**config.mk**
```make
export PLATFORM = sky130hd
export DESIGN_NAME = sargantana_icache_refill
export DESIGN_NICKNAME = d
export VERILOG_FILES = /design/src/rtl/sargantana_icache_pkg.sv /design/src/rtl/sargantana_icache_line_buffer.sv /design/src/rtl/sargantana_icache_refill.sv
export SDC_FILE = /design/constraint.sdc
export NUM_CORES = 1
export LEC_CHECK = 0
export CAP_MARGIN = 10
export CORE_AREA = 2 2 160 162
export DETAILED_ROUTE_END_ITERATION = 16
export DIE_AREA = 0 0 162 164
export PLACE_DENSITY = 0.82
export SYNTH_ARGS = -nofsm -noshare
export SYNTH_HDL_FRONTEND = slang
export SYNTH_SLANG_ARGS = --single-unit
```
**constraint.sdc**
```tcl
create_clock -name clk_i -period 2.5 [get_ports clk_i]
set_clock_uncertainty 0.1 [all_clocks]
set_input_delay 0.75 -clock clk_i [delete_from_list [all_inputs] [get_ports clk_i]]
set_output_delay 0.75 -clock clk_i [all_outputs]
set_load 0.005 [all_outputs]
```
**src/rtl/sargantana_icache_pkg.sv**
```systemverilog
// Shared icache refill constants and the refill FSM state type.
package sargantana_icache_pkg;

    localparam int SET_WIDHT           = 256;
    localparam int ADDR_WIDHT          = 7;
    localparam int BEAT_WIDTH          = 64;
    localparam int ICACHE_REFILL_BEATS = SET_WIDHT / BEAT_WIDTH;
    localparam int ICACHE_REFILL_CNT_W = $clog2(ICACHE_REFILL_BEATS);

    typedef enum logic [1:0] {
        IDLE,
        COLLECT,
        WRITE,
        DONE
    } refill_state_e;

endpackage

```
**src/rtl/sargantana_icache_line_buffer.sv**
```systemverilog
// Beat-indexed line register; exposes the assembled line with beat 0 in the low bits.
module sargantana_icache_line_buffer
    import sargantana_icache_pkg::*;
#(
    parameter int LB_BEATS  = ICACHE_REFILL_BEATS,
    parameter int LB_BEAT_W = BEAT_WIDTH,
    parameter int LB_IDX_W  = ICACHE_REFILL_CNT_W
) (
    input  logic                          clk_i,
    input  logic                          rst_i,
    input  logic                          we_i,
    input  logic [LB_IDX_W-1:0]           idx_i,
    input  logic [LB_BEAT_W-1:0]          data_i,
    output logic [LB_BEATS*LB_BEAT_W-1:0] line_o
);

    logic [LB_BEATS-1:0][LB_BEAT_W-1:0] r_line;

    always_ff @(posedge clk_i) begin
        if (rst_i) begin
            r_line <= '0;
        end else if (we_i) begin
            r_line[idx_i] <= data_i;
        end
    end

    assign line_o = r_line;

endmodule

```
**src/rtl/sargantana_icache_refill.sv**
```systemverilog
// Icache refill line assembler: collects response beats, writes the line, reports done/err.
// Critical-beat forwarding is built only when SARGANTANA_ICACHE_CRITICAL_FWD_EN is defined.
module sargantana_icache_refill
    import sargantana_icache_pkg::*;
#(
    parameter int SET_WIDHT  = sargantana_icache_pkg::SET_WIDHT,
    parameter int BEAT_WIDTH = sargantana_icache_pkg::BEAT_WIDTH,
    parameter int ADDR_WIDHT = sargantana_icache_pkg::ADDR_WIDHT
) (
    input  logic                                   clk_i,
    input  logic                                   rst_i,
    input  logic                                   refill_valid_i,
    output logic                                   refill_ready_o,
    input  logic [ADDR_WIDHT-1:0]                  refill_idx_i,
    input  logic [$clog2(SET_WIDHT/BEAT_WIDTH)-1:0] refill_word_i,
    input  logic                                   beat_valid_i,
    output logic                                   beat_ready_o,
    input  logic [BEAT_WIDTH-1:0]                  beat_data_i,
    input  logic                                   beat_err_i,
    output logic                                   way_req_o,
    output logic                                   way_we_o,
    output logic [ADDR_WIDHT-1:0]                  way_addr_o,
    output logic [SET_WIDHT-1:0]                   way_data_o,
    input  logic                                   way_gnt_i,
    output logic                                   done_o,
    output logic                                   err_o,
    output logic                                   fwd_valid_o,
    output logic [BEAT_WIDTH-1:0]                  fwd_data_o
);

    localparam int N     = SET_WIDHT / BEAT_WIDTH;
    localparam int CNT_W = $clog2(N);
    localparam logic [CNT_W-1:0] LAST = CNT_W'(N - 1);

    refill_state_e         r_state;
    logic                  r_refill_ready;
    logic                  r_beat_ready;
    logic                  r_way_req;
    logic                  r_done;
    logic                  r_err;
    logic                  r_err_flag;
    logic [ADDR_WIDHT-1:0] r_idx;
    logic [CNT_W-1:0]      r_cnt;
    logic                  w_req_hs;
    logic                  w_beat_hs;
    logic                  w_err_next;

    assign w_req_hs   = refill_valid_i & r_refill_ready;
    assign w_beat_hs  = beat_valid_i & r_beat_ready;
    assign w_err_next = r_err_flag | beat_err_i;

    always_ff @(posedge clk_i) begin
        if (rst_i) begin
            r_state        <= IDLE;
            r_refill_ready <= 1'b0;
            r_beat_ready   <= 1'b0;
            r_way_req      <= 1'b0;
            r_done         <= 1'b0;
            r_err          <= 1'b0;
            r_err_flag     <= 1'b0;
            r_idx          <= '0;
            r_cnt          <= '0;
        end else begin
            r_done <= 1'b0;
            r_err  <= 1'b0;
            case (r_state)
                IDLE: begin
                    r_refill_ready <= 1'b1;
                    if (w_req_hs) begin
                        r_idx          <= refill_idx_i;
                        r_cnt          <= '0;
                        r_err_flag     <= 1'b0;
                        r_refill_ready <= 1'b0;
                        r_beat_ready   <= 1'b1;
                        r_state        <= COLLECT;
                    end
                end
                COLLECT: begin
                    if (w_beat_hs) begin
                        r_cnt      <= r_cnt + 1'b1;
                        r_err_flag <= w_err_next;
                        if (r_cnt == LAST) begin
                            r_beat_ready <= 1'b0;
                            // An errored line skips the array write entirely.
                            if (w_err_next) begin
                                r_done  <= 1'b1;
                                r_err   <= 1'b1;
                                r_state <= DONE;
                            end else begin
                                r_way_req <= 1'b1;
                                r_state   <= WRITE;
                            end
                        end
                    end
                end
                WRITE: begin
                    if (way_gnt_i) begin
                        r_way_req <= 1'b0;
                        r_done    <= 1'b1;
                        r_err     <= r_err_flag;
                        r_state   <= DONE;
                    end
                end
                DONE: begin
                    r_refill_ready <= 1'b1;
                    r_state        <= IDLE;
                end
                default: r_state <= IDLE;
            endcase
        end
    end

    sargantana_icache_line_buffer #(
        .LB_BEATS  (N),
        .LB_BEAT_W (BEAT_WIDTH),
        .LB_IDX_W  (CNT_W)
    ) u_line_buffer (
        .clk_i  (clk_i),
        .rst_i  (rst_i),
        .we_i   (w_beat_hs),
        .idx_i  (r_cnt),
        .data_i (beat_data_i),
        .line_o (way_data_o)
    );

    assign refill_ready_o = r_refill_ready;
    assign beat_ready_o   = r_beat_ready;
    assign way_req_o      = r_way_req;
    assign way_we_o       = r_way_req;
    assign way_addr_o     = r_idx;
    assign done_o         = r_done;
    assign err_o          = r_err;

`ifdef SARGANTANA_ICACHE_CRITICAL_FWD_EN
    logic [CNT_W-1:0]      r_crit;
    logic                  r_fwd_valid;
    logic [BEAT_WIDTH-1:0] r_fwd_data;

    always_ff @(posedge clk_i) begin
        if (rst_i) begin
            r_crit      <= '0;
            r_fwd_valid <= 1'b0;
            r_fwd_data  <= '0;
        end else begin
            r_fwd_valid <= 1'b0;
            if (w_req_hs) begin
                r_crit <= refill_word_i;
            end
            if (w_beat_hs && (r_cnt == r_crit) && !beat_err_i) begin
                r_fwd_valid <= 1'b1;
                r_fwd_data  <= beat_data_i;
            end
        end
    end

    assign fwd_valid_o = r_fwd_valid;
    assign fwd_data_o  = r_fwd_data;
`else
    logic w_unused_word;

    assign w_unused_word = ^refill_word_i;
    assign fwd_valid_o   = 1'b0;
    assign fwd_data_o    = '0;
`endif

endmodule

```
==> impl_metrics.csv, run 1 <==
group,metric,value,unit
status,status,"complete, no violations",
pwr,cellPowerDensity,703.6,nW/um2
pwr,power.share.sequential,45.0,%
yosys,synth_area_leaders,"dfxtp_1 (54%), nand2_1 (19%), a21oi_1 (13%)",
routing,viasPerCell,4.944,
yosys,synth.avg_cell_area,7.921,um2
timing,min_period,2.338,ns
timing,tns,0,ns
grt,gr-usage-met2,39.28,%
grt,grt_use_total,22.55,%
cells_and_area,final_util,59.15,%
routing,routedWlPerCell,16.34,um
pwr,power.switching,2.634,mW
pwr,switching_share,25.50,%
pwr,combPwrFrac,15.2,%
setup_path,cp.arrival,1.49,ns
yosys,seq_area_frac_synth,54.29,%
yosys,synth_top_area_cell,"dfxtp_1",
clock_network,cts_setup_buffers,0,
pwr,clkPwrFrac,39.8,%
grt,grt_pass1_wl,48.38,mm
setup_path,path_class,"register to output pin",
yosys,syn_inst,1271,
timing,setup-violations-final,0,
clock_network,hold_buffers,0,
grt,antenna_found_initial,0,
routing,drtIter0Drc,774,
yosys,synth_simple_gate_area_share,21.09,%
clock_network,cts_buffer_depth,3,
worst_hold_path,min_to,"u_line_buffer.line_o[27]",
timing,post-route-period-util,93.50,%
yosys,synthAdderAreaFrac,1.243,%
timing,hold_viol,0,
clock_network,cts_tree,"yes",
pwr,irDropWorstVdd,665.1,uV
setup_path,slowest_stage,"clkdlybuf4s50_1",
routing,dr.pass1.iters,5,
clock_network,htreeDepth,1,
routing,ant_nets,0,
setup_path,cp_max_fo,6,
job,maxCapViolations,0,
timing,fmax,427.8,MHz
clock_network,cts_sinks,273,
floorplanning,start_util,40.56,%
yosys,synth_compound_area_share,13.57,%
setup_path,start_kind,"register",
pwr,p_int,7.695,mW
routing,drc,0,
routing,drt-total-wl,31.63,mm
cells_and_area,nFillCells,2097,
grt,use_met1,26.11,%
setup_path,cp.required,1.65,ns
floorplanning,core-area,24820,um2
yosys,yosys_warnings,0,
setup_path,critPathBufInv,1,
pwr,leakage,5.067,nW
floorplanning,die_w,162,um
grt,busiest_layer,"met2",
worst_hold_path,hold_depth,2,
timing,slew_violations,0,
grt,met3_usage,7.121,%
clock_network,cts_made_buffers,28,
clock_network,clk_pin_slew,0.06,ns
cells_and_area,design_area,14680,um2
worst_hold_path,hold_class,"register to register",
yosys,synth_mux_area_share,1.007,%
placed_design,gp_congestion,0.8212,
yosys,ys_ff_latch,273,
yosys,yosysTopAreaCellShare,54.29,%
placed_design,place_area,13770,um2
grt,grt.overflow.total,0,
floorplanning,die_height,164,um
setup_path,slowest_delay,0.55,ns
setup_path,reg2reg_from,"r_state[0]",
routing,vias,9567,
yosys,synth_top_family_by_area,"simple AND/OR/NAND/NOR gates",
setup_path,path_cells,"clkdlybuf4s50_1",
clock_network,clk_root_buffer_cell,"clkbuf_16",
yosys,synthesis.area,10070,um2
cells_and_area,n_antenna_cell,0,
placed_design,port_buffers,345,
floorplanning,io_pins,413,
worst_hold_path,hp-start,"u_line_buffer.line_o[27]",
setup_path,r2r_cells,6,
clock_network,clock_latency,0.53,ns
floorplanning,rows,58,
yosys,synth_xor_xnor_area_share,0,%
clock_network,cts_resized,0,
floorplanning,dieArea,26570,um2
setup_path,endpoint_kind,"output pin",
placed_design,dpl.hpwl,21.81,mm
setup_path,crit_family,"buffers and inverters",
grt,grt_pass1_vias,9061,
grt,grt_max_degree,66,
cells_and_area,syn_to_final_growth,45.82,%
cells_and_area,drive_gt1_share,5.234,%
cells_and_area,nets,1677,
setup_path,r2r_slack,0.64,ns
yosys,synth_cell_types,27,
timing,rsz0062_at_grt,"no",
setup_path,r2r_end,"r_state[1]",
[per-stage QoR]
step	setup WS [ns]	std cells	hold WS, ns	power (mW)
CTS	0.09988	1935	0.3540	10.39
finish	0.1624	1935	0.3502	10.33
detailed placement	0.03156	1888	0.3454	6.300
global route	0.07678	1935	0.3696	10.75
global placement	0.07772	1888	0.3407	6.251
floorplan	0.6114	1335	0.3527	5.532
[power groups by stage]
| stage | sequential (mW) | clock (mW) | combinational, mW |
|---|---|---|---|
| after floorplan | 4.74 | 0 | 0.791 |
| after global placement | 4.73 | 0 | 1.52 |
| after detailed placement | 4.74 | 0 | 1.56 |
| after CTS | 4.65 | 4.17 | 1.57 |
| after global routing | 4.67 | 4.38 | 1.69 |
| final | 4.65 | 4.11 | 1.57 |
[per-layer routing]
| metal | share of wire (%) | vias to the layer above |
|---|---|---|
| met5 | 0 | - |
| li1 | - | 4571 |
| met1 | 38 | 4453 |
| met3 | 10 | 78 |
| met2 | 49 | 465 |
| met4 | 3.3 | 0 |
[worst max-delay path by stage]
| stage | from | end | cells past startpoint |
|---|---|---|---|
| 2_1_floorplan | beat_valid_i | r_state[0] | 5 |
| 3_3_place_gp | beat_valid_i | r_state[1] | 6 |
| 3_5_place_dp | beat_valid_i | r_state[1] | 6 |
| 4_1_cts | u_line_buffer.line_o[85] | way_data_o[85] | 1 |
| 5_1_grt | u_line_buffer.line_o[85] | way_data_o[85] | 1 |
| 6_report | refill_ready_o | refill_ready_o | 1 |
[Yosys cell counts]
| master | instances |
|---|---|
| buf_4 | 68 |
| and3_1 | 5 |
| clkbuf_1 | 53 |
| ha_1 | 10 |
| o21ai_0 | 1 |
| nand3_1 | 7 |
| nor2b_1 | 2 |
| conb_1 | 1 |
| nor2_1 | 13 |
| nand2b_1 | 1 |
| nand2_1 | 520 |
| dfxtp_1 | 273 |
| mux2_2 | 1 |
| nor4bb_1 | 1 |
| nand4_1 | 1 |
| inv_1 | 6 |
| nand3_2 | 1 |
| a22oi_1 | 1 |
| or2_2 | 1 |
| mux2i_1 | 9 |
| a311oi_1 | 1 |
| a21oi_1 | 259 |
| a41oi_1 | 1 |
| buf_2 | 30 |
| nor3_1 | 1 |
| a32o_1 | 3 |
| a222oi_1 | 1 |
[final cells by class]
class | instances | area [um2] | area share (%)
flip-flops and latches | 273 | 5465 | 37.23
multi-input cells | 905 | 3980 | 27.11
repair buffers | 374 | 3887 | 26.48
clock buffers | 39 | 833.3 | 5.676
well taps | 330 | 412.9 | 2.813
clock inverters | 8 | 78.83 | 0.5369
inverters | 6 | 22.52 | 0.1534
[state kept, by name, summed over array words and instances (netlist names)]
name                  flops
err_o                     1
r_cnt                     2
r_state                   2
refill_ready_o            1
way_addr_o                7
beat_ready_o              1
way_req_o                 1
r_err_flag                1
u_line_buffer.line_o    256
done_o                    1
[layout by cell type (no fill, tap or decap)]
master / instances
clkbuf_8: 8
inv_1: 6
buf_12: 17
clkinv_2: 2
buf_4: 12
dfxtp_1: 273
or2_2: 1
clkinvlp_4: 4
a41oi_1: 1
a32o_1: 3
and3_1: 1
a222oi_1: 1
mux2_2: 1
nand2b_1: 1
clkbuf_1: 3
clkbuf_16: 29
nand3_1: 4
a311oi_1: 1
a21oi_1: 259
a22oi_1: 1
nand2_1: 520
clkinv_4: 1
nor2b_1: 2
conb_1: 65
mux2i_1: 9
and3_2: 4
nand4_1: 1
nor4bb_1: 1
o21ai_0: 1
ha_1: 10
nor2_1: 13
clkdlybuf4s50_1: 344
nand3_2: 4
bufinv_16: 1
nor3_1: 1
[cell families after synthesis]
kind of cell | count (synthesis)
and+or+nand+nor | 553
buffers and inverters | 157
DFF | 273
AOI/OAI and AO/OA | 267
other | 1
adders and majority gates | 10
muxes | 10
[tightest hold or removal path, cell delays in order, from the launching register on]
cell     delay, ns
dfxtp_1       0.30
nand2_1       0.05
a21oi_1       0.05
Power figures use the tool's default switching activity.
==> inputs of run 2 (changes only) <==
--- a/config.mk
+++ b/config.mk
@@ -6,10 +6,11 @@
 export NUM_CORES = 1
 export LEC_CHECK = 0
 export CAP_MARGIN = 10
-export CORE_AREA = 2 2 160 162
+export CORE_AREA = 2 2 162 164
+export CTS_BUF_LIST = sky130_fd_sc_hd__clkbuf_8
 export DETAILED_ROUTE_END_ITERATION = 16
-export DIE_AREA = 0 0 162 164
-export PLACE_DENSITY = 0.82
+export DIE_AREA = 0 0 164 166
+export PLACE_DENSITY = 0.81
 export SYNTH_ARGS = -nofsm -noshare
 export SYNTH_HDL_FRONTEND = slang
 export SYNTH_SLANG_ARGS = --single-unit
==> run 2 against run 1 <==
  * Utilization fell by 2.3 points
  * Sequential power barely moved
  * Critical endpoint is now way_data_o[71]
  * First-iteration DRC count fell by 19%
  * Design area fell by 0.80%
  * Final cell count rose by 1.6%
  * Critical path depth did not move
  * Via count rose by 0.41%
  * Non-clock buffer count fell by 3
==> impl_metrics.csv, run 2 (same netlist as run 1, synthesis figures left out) <==
group,metric,value,unit
cells_and_area,drive_gt1_share,5.951,%
setup_path,path_cells,"clkdlybuf4s50_1",
floorplanning,die_w,164,um
setup_path,crit_family,"buffers and inverters",
setup_path,path_class,"register to output pin",
routing,vias,9606,
setup_path,r2r_end,"r_state[1]",
setup_path,slowest_delay,0.55,ns
cells_and_area,nets,1691,
cells_and_area,largest_reg_flops,256,
placed_design,gp_congestion,0.8247,
setup_path,start_kind,"register",
cells_and_area,design_area,14560,um2
grt,grt_pass1_vias,9113,
clock_network,htreeDepth,2,
floorplanning,core-area,25620,um2
placed_design,port_buffers,345,
clock_network,hold_buffers,0,
placed_design,place_area,13710,um2
clock_network,clk_root_buffer_cell,"clkbuf_8",
setup_path,r2r_cells,6,
floorplanning,die_height,166,um
setup_path,r2r_slack,0.61,ns
timing,post-route-period-util,94.94,%
clock_network,clock_latency,0.53,ns
grt,antenna_found_initial,0,
setup_path,slowest_stage,"clkdlybuf4s50_1",
timing,slew_violations,0,
timing,timing.final.ws_setup,0.1264,ns
worst_hold_path,min_to,"u_line_buffer.line_o[238]",
clock_network,cts_tree,"yes",
cells_and_area,final_util,56.85,%
setup_path,critPathBufInv,1,
timing,tns,0,ns
routing,drt-total-wl,31.54,mm
placed_design,dpl.hpwl,21.45,mm
timing,fmax,421.3,MHz
setup_path,endpoint_kind,"output pin",
clock_network,cts_setup_buffers,0,
clock_network,cts_made_buffers,45,
pwr,irDropWorstVdd,649.6,uV
floorplanning,dieArea,27220,um2
pwr,power,9.907,mW
pwr,cellPowerDensity,680.3,nW/um2
placed_design,dp_slack,0.09801,ns
grt,grt.overflow.total,0,
worst_hold_path,hp-start,"u_line_buffer.line_o[238]",
timing,min_period,2.374,ns
routing,drtIter0Drc,628,
setup_path,reg2reg_from,"r_state[0]",
pwr,leakage,5.091,nW
routing,drc,0,
clock_network,cts_sinks,273,
grt,grt_use_total,22.13,%
timing,rsz0062_at_grt,"no",
clock_network,cts_buffer_depth,3,
grt,grt_pass1_wl,48.04,mm
timing,hold_viol,0,
cells_and_area,most-common-layout-cells,"nand2_1 (520), clkdlybuf4s50_1 (344), dfxtp_1 (273)",
floorplanning,io_pins,413,
routing,routedWlPerCell,16.05,um
routing,dr.pass1.iters,5,
floorplanning,rows,59,
worst_hold_path,hold_class,"register to register",
cells_and_area,syn_to_final_growth,44.66,%
status,status,"complete, no violations",
setup_path,cp_max_fo,2,
timing,setup-violations-final,0,
setup_path,cp.arrival,1.52,ns
cells_and_area,n_antenna_cell,0,
routing,viasPerCell,4.889,
cells_and_area,final_common_cell,"nand2_1",
worst_hold_path,hold_depth,2,
floorplanning,start_util,39.30,%
clock_network,cts_resized,0,
job,maxCapViolations,0,
setup_path,cp.required,1.65,ns
routing,ant_nets,0,
grt,grt_max_degree,84,
clock_network,clk_pin_slew,0.06,ns
run 2: worst max-delay path by stage:
| stage | depth (start not counted) | to | startpoint |
|---|---|---|---|
| floorplan | 5 | r_state[0] | beat_valid_i |
| global placement | 6 | r_state[1] | way_gnt_i |
| detailed placement | 6 | u_line_buffer.line_o[86] | beat_valid_i |
| CTS | 1 | way_data_o[71] | u_line_buffer.line_o[71] |
| finish | 1 | way_data_o[71] | u_line_buffer.line_o[71] |
| global route | 1 | way_data_o[71] | u_line_buffer.line_o[71] |
run 2: metrics by stage:
step / std cells / hold WS (ns)
after floorplan: 1335 / 0.3527
after global placement: 1890 / 0.3404
after detailed placement: 1890 / 0.3453
after CTS: 1965 / 0.3528
after global routing: 1965 / 0.3671
final: 1965 / 0.3519
run 2: power by group:
| part | internal (mW) | switching [mW] | total [mW] |
|---|---|---|---|
| clock network | 2.01 | 1.69 | 3.70 |
| registers | 4.53 | 0.116 | 4.65 |
| logic | 0.738 | 0.818 | 1.56 |
| total | 7.28 | 2.62 | 9.91 |
run 2: metal layers:
metal	wire length [um]	vias up	GRT usage (%)
met2	15170	444	37.52
met5	0	-	0
met3	2914	82	6.993
met1	12250	4469	25.38
li1	-	4611	-
met4	1204	0	9.878
run 2: layout make-up:
cell class / count / area [um2]
Fill cell: 2240 / 11050
Sequential cell: 273 / 5465
Multi-Input combinational cell: 905 / 3980
Timing Repair Buffer: 371 / 3827
Clock buffer: 53 / 729.5
Tap cell: 335 / 419.2
Clock inverter: 22 / 118.9
Inverter: 6 / 22.52
